### src/rtl/riscv_mc_pkg.sv
// Shared encodings for the multicycle RV32I control path: FSM states,
// opcodes, ALUOp, mux selects, ALU operations and small decode helpers.
package riscv_mc_pkg;

    typedef enum logic [3:0] {
        S_FETCH    = 4'd0,
        S_DECODE   = 4'd1,
        S_MEMADR   = 4'd2,
        S_MEMREAD  = 4'd3,
        S_MEMWB    = 4'd4,
        S_MEMWRITE = 4'd5,
        S_EXECR    = 4'd6,
        S_EXECI    = 4'd7,
        S_ALUWB    = 4'd8,
        S_JAL      = 4'd9,
        S_JALR     = 4'd10,
        S_JALRWB   = 4'd11,
        S_BRANCH   = 4'd12,
        S_LUI      = 4'd13,
        S_AUIPC    = 4'd14,
        S_TRAP     = 4'd15
    } state_t;

    localparam logic [6:0] OP_LOAD   = 7'b0000011;
    localparam logic [6:0] OP_STORE  = 7'b0100011;
    localparam logic [6:0] OP_RTYPE  = 7'b0110011;
    localparam logic [6:0] OP_ITYPE  = 7'b0010011;
    localparam logic [6:0] OP_JAL    = 7'b1101111;
    localparam logic [6:0] OP_JALR   = 7'b1100111;
    localparam logic [6:0] OP_BRANCH = 7'b1100011;
    localparam logic [6:0] OP_LUI    = 7'b0110111;
    localparam logic [6:0] OP_AUIPC  = 7'b0010111;

    typedef enum logic [1:0] {
        ALUOP_ADD    = 2'b00,
        ALUOP_BRANCH = 2'b01,
        ALUOP_FUNCT  = 2'b10
    } alu_op_t;

    localparam logic [1:0] RES_ALUOUT = 2'b00;
    localparam logic [1:0] RES_MEM    = 2'b01;
    localparam logic [1:0] RES_ALU    = 2'b10;

    localparam logic [1:0] SRCA_PC    = 2'b00;
    localparam logic [1:0] SRCA_OLDPC = 2'b01;
    localparam logic [1:0] SRCA_RS1   = 2'b10;
    localparam logic [1:0] SRCA_ZERO  = 2'b11;

    localparam logic [1:0] SRCB_RS2   = 2'b00;
    localparam logic [1:0] SRCB_IMM   = 2'b01;
    localparam logic [1:0] SRCB_FOUR  = 2'b10;

    localparam logic [2:0] IMM_I = 3'b000;
    localparam logic [2:0] IMM_S = 3'b001;
    localparam logic [2:0] IMM_B = 3'b010;
    localparam logic [2:0] IMM_J = 3'b011;
    localparam logic [2:0] IMM_U = 3'b100;

    localparam logic [3:0] ALU_ADD  = 4'd0;
    localparam logic [3:0] ALU_SUB  = 4'd1;
    localparam logic [3:0] ALU_AND  = 4'd2;
    localparam logic [3:0] ALU_OR   = 4'd3;
    localparam logic [3:0] ALU_XOR  = 4'd4;
    localparam logic [3:0] ALU_SLT  = 4'd5;
    localparam logic [3:0] ALU_SLTU = 4'd6;
    localparam logic [3:0] ALU_SLL  = 4'd7;
    localparam logic [3:0] ALU_SRL  = 4'd8;
    localparam logic [3:0] ALU_SRA  = 4'd9;

    // Per-state control word; pc_write is the unqualified (pre-reset) value.
    typedef struct packed {
        logic       pc_write;
        logic       adr_src;
        logic       mem_write;
        logic       ir_write;
        logic [1:0] result_src;
        logic [1:0] alu_src_a;
        logic [1:0] alu_src_b;
        alu_op_t    alu_op;
        logic       reg_write;
        logic       instr_done;
        logic       illegal;
    } ctrl_t;

    function automatic logic [2:0] imm_src_of(input logic [6:0] op);
        case (op)
            OP_STORE:         return IMM_S;
            OP_BRANCH:        return IMM_B;
            OP_JAL:           return IMM_J;
            OP_LUI, OP_AUIPC: return IMM_U;
            default:          return IMM_I;
        endcase
    endfunction

    // funct3 010/011 have no branch meaning in RV32I.
    function automatic logic branch_legal(input logic [2:0] funct3);
        return (funct3 != 3'b010) && (funct3 != 3'b011);
    endfunction

    // res31 carries the SLT/SLTU result for the ordered compares.
    function automatic logic branch_taken(input logic [2:0] funct3,
                                          input logic zero, input logic res31);
        case (funct3)
            3'b000:         return zero;
            3'b001:         return ~zero;
            3'b100, 3'b110: return res31;
            3'b101, 3'b111: return ~res31 | zero;
            default:        return 1'b0;
        endcase
    endfunction

endpackage

### src/rtl/multicycle_controller_if.sv
// Controller <-> datapath bundle: IR/flag inputs plus mux selects and enables.
interface multicycle_controller_if;
    logic [6:0] op;
    logic [2:0] funct3;
    logic       funct7b5;
    logic       zero;
    logic       res31;
    logic       mem_ready;
    logic       PCWrite;
    logic       AdrSrc;
    logic       MemWrite;
    logic       IRWrite;
    logic [1:0] ResultSrc;
    logic [1:0] ALUSrcA;
    logic [1:0] ALUSrcB;
    logic [2:0] ImmSrc;
    logic [3:0] ALUControl;
    logic       RegWrite;
    logic       instr_done;
    logic       illegal;

    // Controller side.
    modport master (
        input  op, funct3, funct7b5, zero, res31, mem_ready,
        output PCWrite, AdrSrc, MemWrite, IRWrite, ResultSrc, ALUSrcA,
               ALUSrcB, ImmSrc, ALUControl, RegWrite, instr_done, illegal
    );

    // Datapath side.
    modport slave (
        output op, funct3, funct7b5, zero, res31, mem_ready,
        input  PCWrite, AdrSrc, MemWrite, IRWrite, ResultSrc, ALUSrcA,
               ALUSrcB, ImmSrc, ALUControl, RegWrite, instr_done, illegal
    );
endinterface

### src/rtl/alu_decoder.sv
// ALU operation decode from ALUOp and the instruction function fields.
module alu_decoder
    import riscv_mc_pkg::*;
(
    input  logic       opb5,
    input  logic [2:0] funct3,
    input  logic       funct7b5,
    input  logic [1:0] alu_op,
    output logic [3:0] alu_control
);

    // Select ALU operation: plain add, branch compare, or funct-decoded.
    // NOTE: default assigned first so every path drives alu_control (no latch).
    always_comb begin
        alu_control = ALU_ADD;
        case (alu_op)
            ALUOP_BRANCH: begin
                case (funct3)
                    3'b100, 3'b101: alu_control = ALU_SLT;
                    3'b110, 3'b111: alu_control = ALU_SLTU;
                    default:        alu_control = ALU_SUB;
                endcase
            end
            ALUOP_FUNCT: begin
                case (funct3)
                    // Only R-type (op[5]=1) uses funct7b5 to select subtract.
                    3'b000:  alu_control = (opb5 && funct7b5) ? ALU_SUB : ALU_ADD;
                    3'b001:  alu_control = ALU_SLL;
                    3'b010:  alu_control = ALU_SLT;
                    3'b011:  alu_control = ALU_SLTU;
                    3'b100:  alu_control = ALU_XOR;
                    3'b101:  alu_control = funct7b5 ? ALU_SRA : ALU_SRL;
                    3'b110:  alu_control = ALU_OR;
                    default: alu_control = ALU_AND;
                endcase
            end
            default: alu_control = ALU_ADD;
        endcase
    end

endmodule

### src/rtl/multicycle_controller.sv
// Multicycle RV32I control FSM: sequences a shared ALU and unified memory,
// stalling on the memory ready handshake.
module multicycle_controller
    import riscv_mc_pkg::*;
(
    input  logic                  clk,
    input  logic                  reset,
    multicycle_controller_if.master bus
);

    state_t r_state;
    state_t w_next_state;
    ctrl_t  w_ctrl;

    // State register; reset returns to FETCH at once, abandoning any access.
    // NOTE: non-blocking assignment for sequential state.
    always_ff @(posedge clk or posedge reset) begin
        if (reset) r_state <= S_FETCH;
        else       r_state <= w_next_state;
    end

    // Next-state selection.
    always_comb begin
        w_next_state = r_state;
        case (r_state)
            S_FETCH:    if (bus.mem_ready) w_next_state = S_DECODE;
            S_DECODE: begin
                case (bus.op)
                    OP_LOAD, OP_STORE: w_next_state = S_MEMADR;
                    OP_RTYPE:          w_next_state = S_EXECR;
                    OP_ITYPE:          w_next_state = S_EXECI;
                    OP_JAL:            w_next_state = S_JAL;
                    OP_JALR:           w_next_state = S_JALR;
                    OP_BRANCH:         w_next_state = S_BRANCH;
                    OP_LUI:            w_next_state = S_LUI;
                    OP_AUIPC:          w_next_state = S_AUIPC;
                    default:           w_next_state = S_TRAP;
                endcase
            end
            S_MEMADR:   w_next_state = (bus.op == OP_STORE) ? S_MEMWRITE : S_MEMREAD;
            S_MEMREAD:  if (bus.mem_ready) w_next_state = S_MEMWB;
            S_MEMWB:    w_next_state = S_FETCH;
            S_MEMWRITE: if (bus.mem_ready) w_next_state = S_FETCH;
            S_EXECR:    w_next_state = S_ALUWB;
            S_EXECI:    w_next_state = S_ALUWB;
            S_ALUWB:    w_next_state = S_FETCH;
            S_JAL:      w_next_state = S_ALUWB;
            S_JALR:     w_next_state = S_JALRWB;
            S_JALRWB:   w_next_state = S_FETCH;
            S_BRANCH:   w_next_state = branch_legal(bus.funct3) ? S_FETCH : S_TRAP;
            S_LUI:      w_next_state = S_ALUWB;
            S_AUIPC:    w_next_state = S_ALUWB;
            S_TRAP:     w_next_state = S_TRAP;
            default:    w_next_state = S_FETCH;
        endcase
    end

    // Per-state control word; unlisted fields stay 0.
    always_comb begin
        w_ctrl = '0;
        case (r_state)
            S_FETCH: begin
                w_ctrl.alu_src_a  = SRCA_PC;
                w_ctrl.alu_src_b  = SRCB_FOUR;
                w_ctrl.result_src = RES_ALU;
                w_ctrl.ir_write   = bus.mem_ready;
                w_ctrl.pc_write   = bus.mem_ready;
            end
            S_DECODE: begin
                w_ctrl.alu_src_a = SRCA_OLDPC;
                w_ctrl.alu_src_b = SRCB_IMM;
            end
            S_MEMADR: begin
                w_ctrl.alu_src_a = SRCA_RS1;
                w_ctrl.alu_src_b = SRCB_IMM;
            end
            S_MEMREAD:  w_ctrl.adr_src = 1'b1;
            S_MEMWB: begin
                w_ctrl.result_src = RES_MEM;
                w_ctrl.reg_write  = 1'b1;
                w_ctrl.instr_done = 1'b1;
            end
            S_MEMWRITE: begin
                w_ctrl.adr_src    = 1'b1;
                w_ctrl.mem_write  = 1'b1;
                w_ctrl.instr_done = bus.mem_ready;
            end
            S_EXECR: begin
                w_ctrl.alu_src_a = SRCA_RS1;
                w_ctrl.alu_src_b = SRCB_RS2;
                w_ctrl.alu_op    = ALUOP_FUNCT;
            end
            S_EXECI: begin
                w_ctrl.alu_src_a = SRCA_RS1;
                w_ctrl.alu_src_b = SRCB_IMM;
                w_ctrl.alu_op    = ALUOP_FUNCT;
            end
            S_ALUWB: begin
                w_ctrl.result_src = RES_ALUOUT;
                w_ctrl.reg_write  = 1'b1;
                w_ctrl.instr_done = 1'b1;
            end
            S_JAL: begin
                w_ctrl.alu_src_a  = SRCA_OLDPC;
                w_ctrl.alu_src_b  = SRCB_FOUR;
                w_ctrl.result_src = RES_ALUOUT;
                w_ctrl.pc_write   = 1'b1;
            end
            S_JALR: begin
                w_ctrl.alu_src_a  = SRCA_RS1;
                w_ctrl.alu_src_b  = SRCB_IMM;
                w_ctrl.result_src = RES_ALU;
                w_ctrl.pc_write   = 1'b1;
            end
            S_JALRWB: begin
                w_ctrl.alu_src_a  = SRCA_OLDPC;
                w_ctrl.alu_src_b  = SRCB_FOUR;
                w_ctrl.result_src = RES_ALU;
                w_ctrl.reg_write  = 1'b1;
                w_ctrl.instr_done = 1'b1;
            end
            S_BRANCH: begin
                w_ctrl.alu_src_a  = SRCA_RS1;
                w_ctrl.alu_src_b  = SRCB_RS2;
                w_ctrl.alu_op     = ALUOP_BRANCH;
                w_ctrl.result_src = RES_ALUOUT;
                w_ctrl.instr_done = branch_legal(bus.funct3);
                w_ctrl.pc_write   = branch_taken(bus.funct3, bus.zero, bus.res31);
            end
            S_LUI: begin
                w_ctrl.alu_src_a = SRCA_ZERO;
                w_ctrl.alu_src_b = SRCB_IMM;
            end
            S_AUIPC: begin
                w_ctrl.alu_src_a = SRCA_OLDPC;
                w_ctrl.alu_src_b = SRCB_IMM;
            end
            S_TRAP:     w_ctrl.illegal = 1'b1;
            default:    w_ctrl = '0;
        endcase
    end

    alu_decoder u_alu_decoder (
        .opb5        (bus.op[5]),
        .funct3      (bus.funct3),
        .funct7b5    (bus.funct7b5),
        .alu_op      (w_ctrl.alu_op),
        .alu_control (bus.ALUControl)
    );

    // Enables and the done pulse are forced low for as long as reset is held.
    assign bus.PCWrite    = w_ctrl.pc_write   & ~reset;
    assign bus.IRWrite    = w_ctrl.ir_write   & ~reset;
    assign bus.MemWrite   = w_ctrl.mem_write  & ~reset;
    assign bus.RegWrite   = w_ctrl.reg_write  & ~reset;
    assign bus.instr_done = w_ctrl.instr_done & ~reset;
    assign bus.illegal    = w_ctrl.illegal;
    assign bus.AdrSrc     = w_ctrl.adr_src;
    assign bus.ResultSrc  = w_ctrl.result_src;
    assign bus.ALUSrcA    = w_ctrl.alu_src_a;
    assign bus.ALUSrcB    = w_ctrl.alu_src_b;
    assign bus.ImmSrc     = imm_src_of(bus.op);

endmodule

### src/flat_wrapper.sv
// flat-port wrapper written by rule: the top's interface ports become plain ports
module multicycle_controller_flat import riscv_mc_pkg::*;
  (clk, reset, bus_op, bus_funct3, bus_funct7b5, bus_zero, bus_res31, bus_mem_ready, bus_PCWrite, bus_AdrSrc, bus_MemWrite, bus_IRWrite, bus_ResultSrc, bus_ALUSrcA, bus_ALUSrcB, bus_ImmSrc, bus_ALUControl, bus_RegWrite, bus_instr_done, bus_illegal);
  multicycle_controller_if bus_i ();
  input  logic clk;
  input  logic reset;
  input wire logic [$bits(bus_i.op)-1:0] bus_op;
  input wire logic [$bits(bus_i.funct3)-1:0] bus_funct3;
  input wire logic [$bits(bus_i.funct7b5)-1:0] bus_funct7b5;
  input wire logic [$bits(bus_i.zero)-1:0] bus_zero;
  input wire logic [$bits(bus_i.res31)-1:0] bus_res31;
  input wire logic [$bits(bus_i.mem_ready)-1:0] bus_mem_ready;
  output wire logic [$bits(bus_i.PCWrite)-1:0] bus_PCWrite;
  output wire logic [$bits(bus_i.AdrSrc)-1:0] bus_AdrSrc;
  output wire logic [$bits(bus_i.MemWrite)-1:0] bus_MemWrite;
  output wire logic [$bits(bus_i.IRWrite)-1:0] bus_IRWrite;
  output wire logic [$bits(bus_i.ResultSrc)-1:0] bus_ResultSrc;
  output wire logic [$bits(bus_i.ALUSrcA)-1:0] bus_ALUSrcA;
  output wire logic [$bits(bus_i.ALUSrcB)-1:0] bus_ALUSrcB;
  output wire logic [$bits(bus_i.ImmSrc)-1:0] bus_ImmSrc;
  output wire logic [$bits(bus_i.ALUControl)-1:0] bus_ALUControl;
  output wire logic [$bits(bus_i.RegWrite)-1:0] bus_RegWrite;
  output wire logic [$bits(bus_i.instr_done)-1:0] bus_instr_done;
  output wire logic [$bits(bus_i.illegal)-1:0] bus_illegal;
  assign bus_i.op = bus_op;
  assign bus_i.funct3 = bus_funct3;
  assign bus_i.funct7b5 = bus_funct7b5;
  assign bus_i.zero = bus_zero;
  assign bus_i.res31 = bus_res31;
  assign bus_i.mem_ready = bus_mem_ready;
  assign bus_PCWrite = bus_i.PCWrite;
  assign bus_AdrSrc = bus_i.AdrSrc;
  assign bus_MemWrite = bus_i.MemWrite;
  assign bus_IRWrite = bus_i.IRWrite;
  assign bus_ResultSrc = bus_i.ResultSrc;
  assign bus_ALUSrcA = bus_i.ALUSrcA;
  assign bus_ALUSrcB = bus_i.ALUSrcB;
  assign bus_ImmSrc = bus_i.ImmSrc;
  assign bus_ALUControl = bus_i.ALUControl;
  assign bus_RegWrite = bus_i.RegWrite;
  assign bus_instr_done = bus_i.instr_done;
  assign bus_illegal = bus_i.illegal;
  multicycle_controller u_core (.clk(clk), .reset(reset), .bus(bus_i));
endmodule
### config.mk
export PLATFORM = sky130hd
export DESIGN_NAME = multicycle_controller_flat
export DESIGN_NICKNAME = d
export VERILOG_FILES = /design/src/rtl/riscv_mc_pkg.sv /design/src/rtl/multicycle_controller_if.sv /design/src/rtl/alu_decoder.sv /design/src/rtl/multicycle_controller.sv /design/src/flat_wrapper.sv
export SDC_FILE = /design/constraint.sdc
export NUM_CORES = 1
export LEC_CHECK = 0
export ABC_CLOCK_PERIOD_IN_PS = 1700
export CELL_PAD_IN_SITES_DETAIL_PLACEMENT = 1
export CELL_PAD_IN_SITES_GLOBAL_PLACEMENT = 1
export CORE_MARGIN = 10
export CORE_UTILIZATION = 39
export DETAILED_ROUTE_END_ITERATION = 10
export DONT_BUFFER_PORTS = 1
export PLACE_DENSITY = 0.87
export REMOVE_ABC_BUFFERS = 1
export SLEW_MARGIN = 10
export SYNTH_ARGS = -nofsm -noshare
export SYNTH_HDL_FRONTEND = slang
export SYNTH_HIERARCHICAL = 1
export SYNTH_SLANG_ARGS = --single-unit
### constraint.sdc
create_clock -name clk -period 1.7 [get_ports clk]
set_input_delay 0.34 -clock clk [delete_from_list [all_inputs] [get_ports clk]]
set_output_delay 0.34 -clock clk [all_outputs]
set_load 0.05 [all_outputs]
==> results of run 1 <==
-- synthesized netlist by cell type (3+ instances only) --
master,count
nand2b_1,7
dfrtp_1,4
buf_4,6
o21ai_0,10
nor3_1,5
inv_1,7
nand2_1,13
a21oi_1,10
xnor2_1,3
nand3_1,5
and3b_1,3
buf_2,6
nor2_1,9
nor2b_1,4
-- logic make-up after synthesis --
logic type	after synthesis	synth area share
XOR/XNOR	5	0.0450
AND/OR/NAND/NOR	63	0.384
buffers and inverters	22	0.123
adder cells (fa/ha/maj)	3	0.0360
AO/OA/AOI/OAI	43	0.308
flip-flops	4	0.103
-- stage by stage --
step,instance area [µm²],utilization,std cells,TNS [ns]
after floorplan,880,-,125,-12.03
after global placement,1220,0.502,188,-1.75
after detailed placement,1220,0.502,188,-2.80
after CTS,1540,0.632,199,-5.25
-- repair_timing --
item / 4_1_cts
endpoints found under the hold margin: 4
hold buffers: 1
pin swaps: 19
gates resized for setup: 60
endpoints found under the setup margin: 19
buffers inserted: 9
==> flow_summary.json, run 1 <==
{
  "syn_avg_cell_area_um2": 6.95,
  "synth_top_area_frac": 0.103,
  "yosysWarnings": 6,
  "cts_root_buf": "clkbuf_4",
  "gp_congestion": 0.843,
  "cts_buffers": 3,
  "hpwl_um": 3040,
  "clkSinkCount": 4,
  "antenna_found_initial": 0,
  "grt-worst-endpoint": "bus_ALUControl[2]",
  "synth_cells": 140,
  "numPortBuffers": 0,
  "stop_stage": "5_1_grt",
  "grt_max_degree": 24,
  "status": "did not finish",
  "ctsHtreeMaxLevel": 1,
  "endpoint_type": "top-level output",
  "synth.distinct_cells": 50,
  "synth_area_um2": 973,
  "synthTopCellsByArea": "dfrtp_1 (10%), a21oi_1 (5.1%), o21ai_0 (5.1%)",
  "async_flop_share": 1.00,
  "dp_slack_ns": -0.449,
  "ys_seq_area_frac": 0.103,
  "firstError": "[ERROR DPL-0033] detailed placement checks failed during check placement.",
  "die_h_um": 70.0,
  "synth_top_area_cell": "dfrtp_1",
  "pin_count": 36,
  "cts_buffer_depth": 2,
  "synth_edf_count": 0,
  "fp.dieW_um": 70.0,
  "ys_seq_elements": 4,
  "initial_core_util": 0.400,
  "row_count": 18,
  "ys.flop_type": "dfrtp_1"
}
==> run 2: changes to the inputs <==
--- a/config.mk
+++ b/config.mk
@@ -5,14 +5,12 @@
 export SDC_FILE = /design/constraint.sdc
 export NUM_CORES = 1
 export LEC_CHECK = 0
-export ABC_CLOCK_PERIOD_IN_PS = 1700
-export CELL_PAD_IN_SITES_DETAIL_PLACEMENT = 1
-export CELL_PAD_IN_SITES_GLOBAL_PLACEMENT = 1
-export CORE_MARGIN = 10
-export CORE_UTILIZATION = 39
+export ABC_CLOCK_PERIOD_IN_PS = 2200
+export CORE_AREA = 10 10 71 73
 export DETAILED_ROUTE_END_ITERATION = 10
+export DIE_AREA = 0 0 81 83
 export DONT_BUFFER_PORTS = 1
-export PLACE_DENSITY = 0.87
+export PLACE_DENSITY_LB_ADDON = 0.15
 export REMOVE_ABC_BUFFERS = 1
 export SLEW_MARGIN = 10
 export SYNTH_ARGS = -nofsm -noshare
==> constraint.sdc (replaced) <==
create_clock -name clk -period 2.2 [get_ports clk]
set_input_delay 0.44 -clock clk [delete_from_list [all_inputs] [get_ports clk]]
set_output_delay 0.44 -clock clk [all_outputs]
set_load 0.05 [all_outputs]
==> run 2 against run 1 <==
The flow now finishes, with violations (setup timing); synthesized area unchanged; synthesized cell count stayed put.
==> flow_summary.json, run 2 <==
{
  "syn_avg_cell_area_um2": 6.95,
  "area_growth_pct": 45.5,
  "overflow": 0,
  "dieArea_um2": 6720,
  "synth_area_um2": 973,
  "cp_data_required_time_ns": 1.76,
  "fin_ws_ns": -0.120,
  "slowest_stage": "dfrtp_1",
  "drt-total-wl_um": 3450,
  "synth.distinct_cells": 50,
  "instances_no_fill": 211,
  "n_fill_cell": 409,
  "numPortBuffers": 0,
  "cp_cell_sequence": "nand2b_4 > or3_4 > inv_2 > inv_2 > ha_4 > and2b_1 > o21ai_1 > a21oi_1 > buf_4",
  "synthTopCellsByArea": "dfrtp_1 (10%), a21oi_1 (5.1%), o21ai_0 (5.1%)",
  "ys.flop_type": "dfrtp_1",
  "grt_max_degree": 24,
  "largest_reg_flops": 4,
  "synthAdderAreaFrac": 0.0360,
  "power_density_nw_per_um2": 1350,
  "cp-start-kind": "flip-flop",
  "ys_seq_elements": 4,
  "p_total_mw": 1.92,
  "hold_class": "in2async",
  "drc": 0,
  "finalCriticalPeriod_ns": 2.32,
  "wire_per_inst_um": 16.3,
  "drv_slew": 0,
  "cpPeakStageDelay_ns": 0.37,
  "yosys.area_share.simple": 0.384,
  "vias_per_cell": 5.43,
  "final_hold_viol_count": 0,
  "finalCritPeriodShare": 1.05,
  "ant_nets": 0,
  "ir_drop_uv": 348,
  "regMostFlops": "u_core/r_state",
  "clk_pin_slew_worst_paths_ns": 0.03,
  "synthMuxAreaShare": 0,
  "worst_ep_arrival_time_ns": 1.88,
  "async_flop_share": 1.00,
  "placed_cells": 205,
  "hpwl_um": 2550,
  "synth_top_area_frac": 0.103,
  "cts_root_buf": "clkbuf_8",
  "slew_headroom": 0.740,
  "tightestPinTransition_ns": 0.390,
  "synth_top_family_by_area": "simple AND/OR/NAND/NOR gates",
  "initial_core_util": 0.268,
  "layout_common_cells": "buf_4 (28), nand2_1 (13), nor2_1 (8), o21ai_0 (8), a21oi_1 (8)",
  "row_count": 22,
  "clock_skew_ns": 0.000954,
  "clkLatencyLatePin_ns": 0.21,
  "r2r_slack_ns": 0.37,
  "power.leakage_nw": 0.550,
  "top_regs": "u_core/r_state: 4 flops",
  "gp_congestion": 0.853,
  "cts_buffers": 3,
  "status": "finished, violations left",
  "fp.dieW_um": 81,
  "ys_seq_area_frac": 0.103,
  "core_um2": 3630,
  "ctsHtreeMaxLevel": 1,
  "drtIter0Drc": 113,
  "dr.pass1.iters": 4,
  "grt_util_all_layers": 0.101,
  "grt_pass1_wl_um": 5600,
  "synth_cells": 140,
  "endpoint_kind": "output port",
  "clkSinkCount": 4,
  "fmax_mhz": 431,
  "synthXorXnorAreaFrac": 0.0450,
  "pin_count": 36,
  "synth.most_common_cell": "nand2_1",
  "tritoncts": "done",
  "via_count": 1146,
  "die_h_um": 83,
  "layout_commonest_cell": "buf_4",
  "cap_violations": 0,
  "layout.nets": 183,
  "layout-drive-gt1-share": 0.411,
  "finalSetupViolCount": 4,
  "crit_type": "reg2out",
  "yosys-top-cells-count": "nand2_1 (13), a21oi_1 (10), o21ai_0 (10), nor2_1 (9)",
  "rsz0062_at_grt": "true",
  "synth-compound-area-share": 0.308,
  "yosysWarnings": 6,
  "critPathMaxFanout": 4,
  "violations": "setup timing",
  "cts_buffer_depth": 2,
  "synth_top_area_cell": "dfrtp_1",
  "diodes": 0,
  "synth_edf_count": 0,
  "antenna_found_initial": 0,
  "grt_pass1_vias": 1132,
  "cp_common_cell": "inv_2"
}
run 2: final cells by class:
class	instances	area, µm²	share of cell area
multi-input combinational	114	882	0.623
timing repair buffer	35	307	0.216
sequential	4	100	0.0707
tap	48	60.1	0.0424
clock buffer	3	41.3	0.0292
inverter	7	26.3	0.0186
run 2: per-layer routing:
layer,global-route usage,up-vias,routed length [µm]
li1,-,567,-
met1,0.120,555,1410
met2,0.173,22,1810
met3,0.0291,2,213
met4,0.0235,0,10
met5,0,-,0
run 2: worst paths after layout:
path	from	cells past startpoint	endpoint
max in group asynchronous	reset	1	u_core/r_state[2]
setup / recovery	u_core/r_state[0]	9	bus_ALUControl[2]
hold reg to reg	u_core/r_state[1]	3	u_core/r_state[3]
min in group clk	bus_op[2]	2	u_core/r_state[1]
hold / removal	reset	1	u_core/r_state[3]
setup reg to reg	u_core/r_state[3]	6	u_core/r_state[2]
run 2: critical path, delay by kind of cell, from the launching register on:
family | cells | cell delay [ns]
AO/OA/AOI/OAI | 2 | 0.16
adder cells (fa/ha/maj) | 1 | 0.17
buffers and inverters | 3 | 0.30
flip-flops | 1 | 0.37
AND/OR/NAND/NOR | 3 | 0.66
run 2: what timing repair did:
| item | 4_1_cts | 5_1_grt |
|---|---|---|
| hold buffers | 0 | 0 |
| setup endpoints to repair | 4 | 8 |
| hold endpoints to repair | 0 | 0 |
| resized for setup | 19 | 7 |
| pin swaps | 6 | 8 |
| buffers inserted | 2 | 2 |
run 2: logic make-up (layout without fill, tap and decap cells):
group                      after synthesis  after routing
buffers and inverters                   22             45
and+or+nand+nor                         63             63
AOI/OAI and AO/OA                       43             43
DFF                                      4              4
adders and majority gates                3              3
xor gates and xnor gates                 5              5
run 2: through the flow:
step	utilization	setup WS [ns]	area (µm²)	hold WS, ns	TNS [ns]
global route	0.390	-0.183	1420	0.0374	-0.529
CTS	0.378	-0.0880	1370	0.0262	-0.178
detailed placement	0.342	-0.0129	1240	0.253	-0.0129
global placement	0.342	0.0317	1240	0.253	0
finish	0.390	-0.120	1420	0.0287	-0.275
floorplan	-	-1.04	880	0.220	-5.97
run 2: report_power, final:
| group | internal (mW) | switching (mW) |
|---|---|---|
| combinational | 0.632 | 0.991 |
| clock | 0.116 | 0.0359 |
| sequential | 0.109 | 0.0332 |
| total | 0.857 | 1.06 |
No activity file was read; power rests on OpenSTA's default activity.
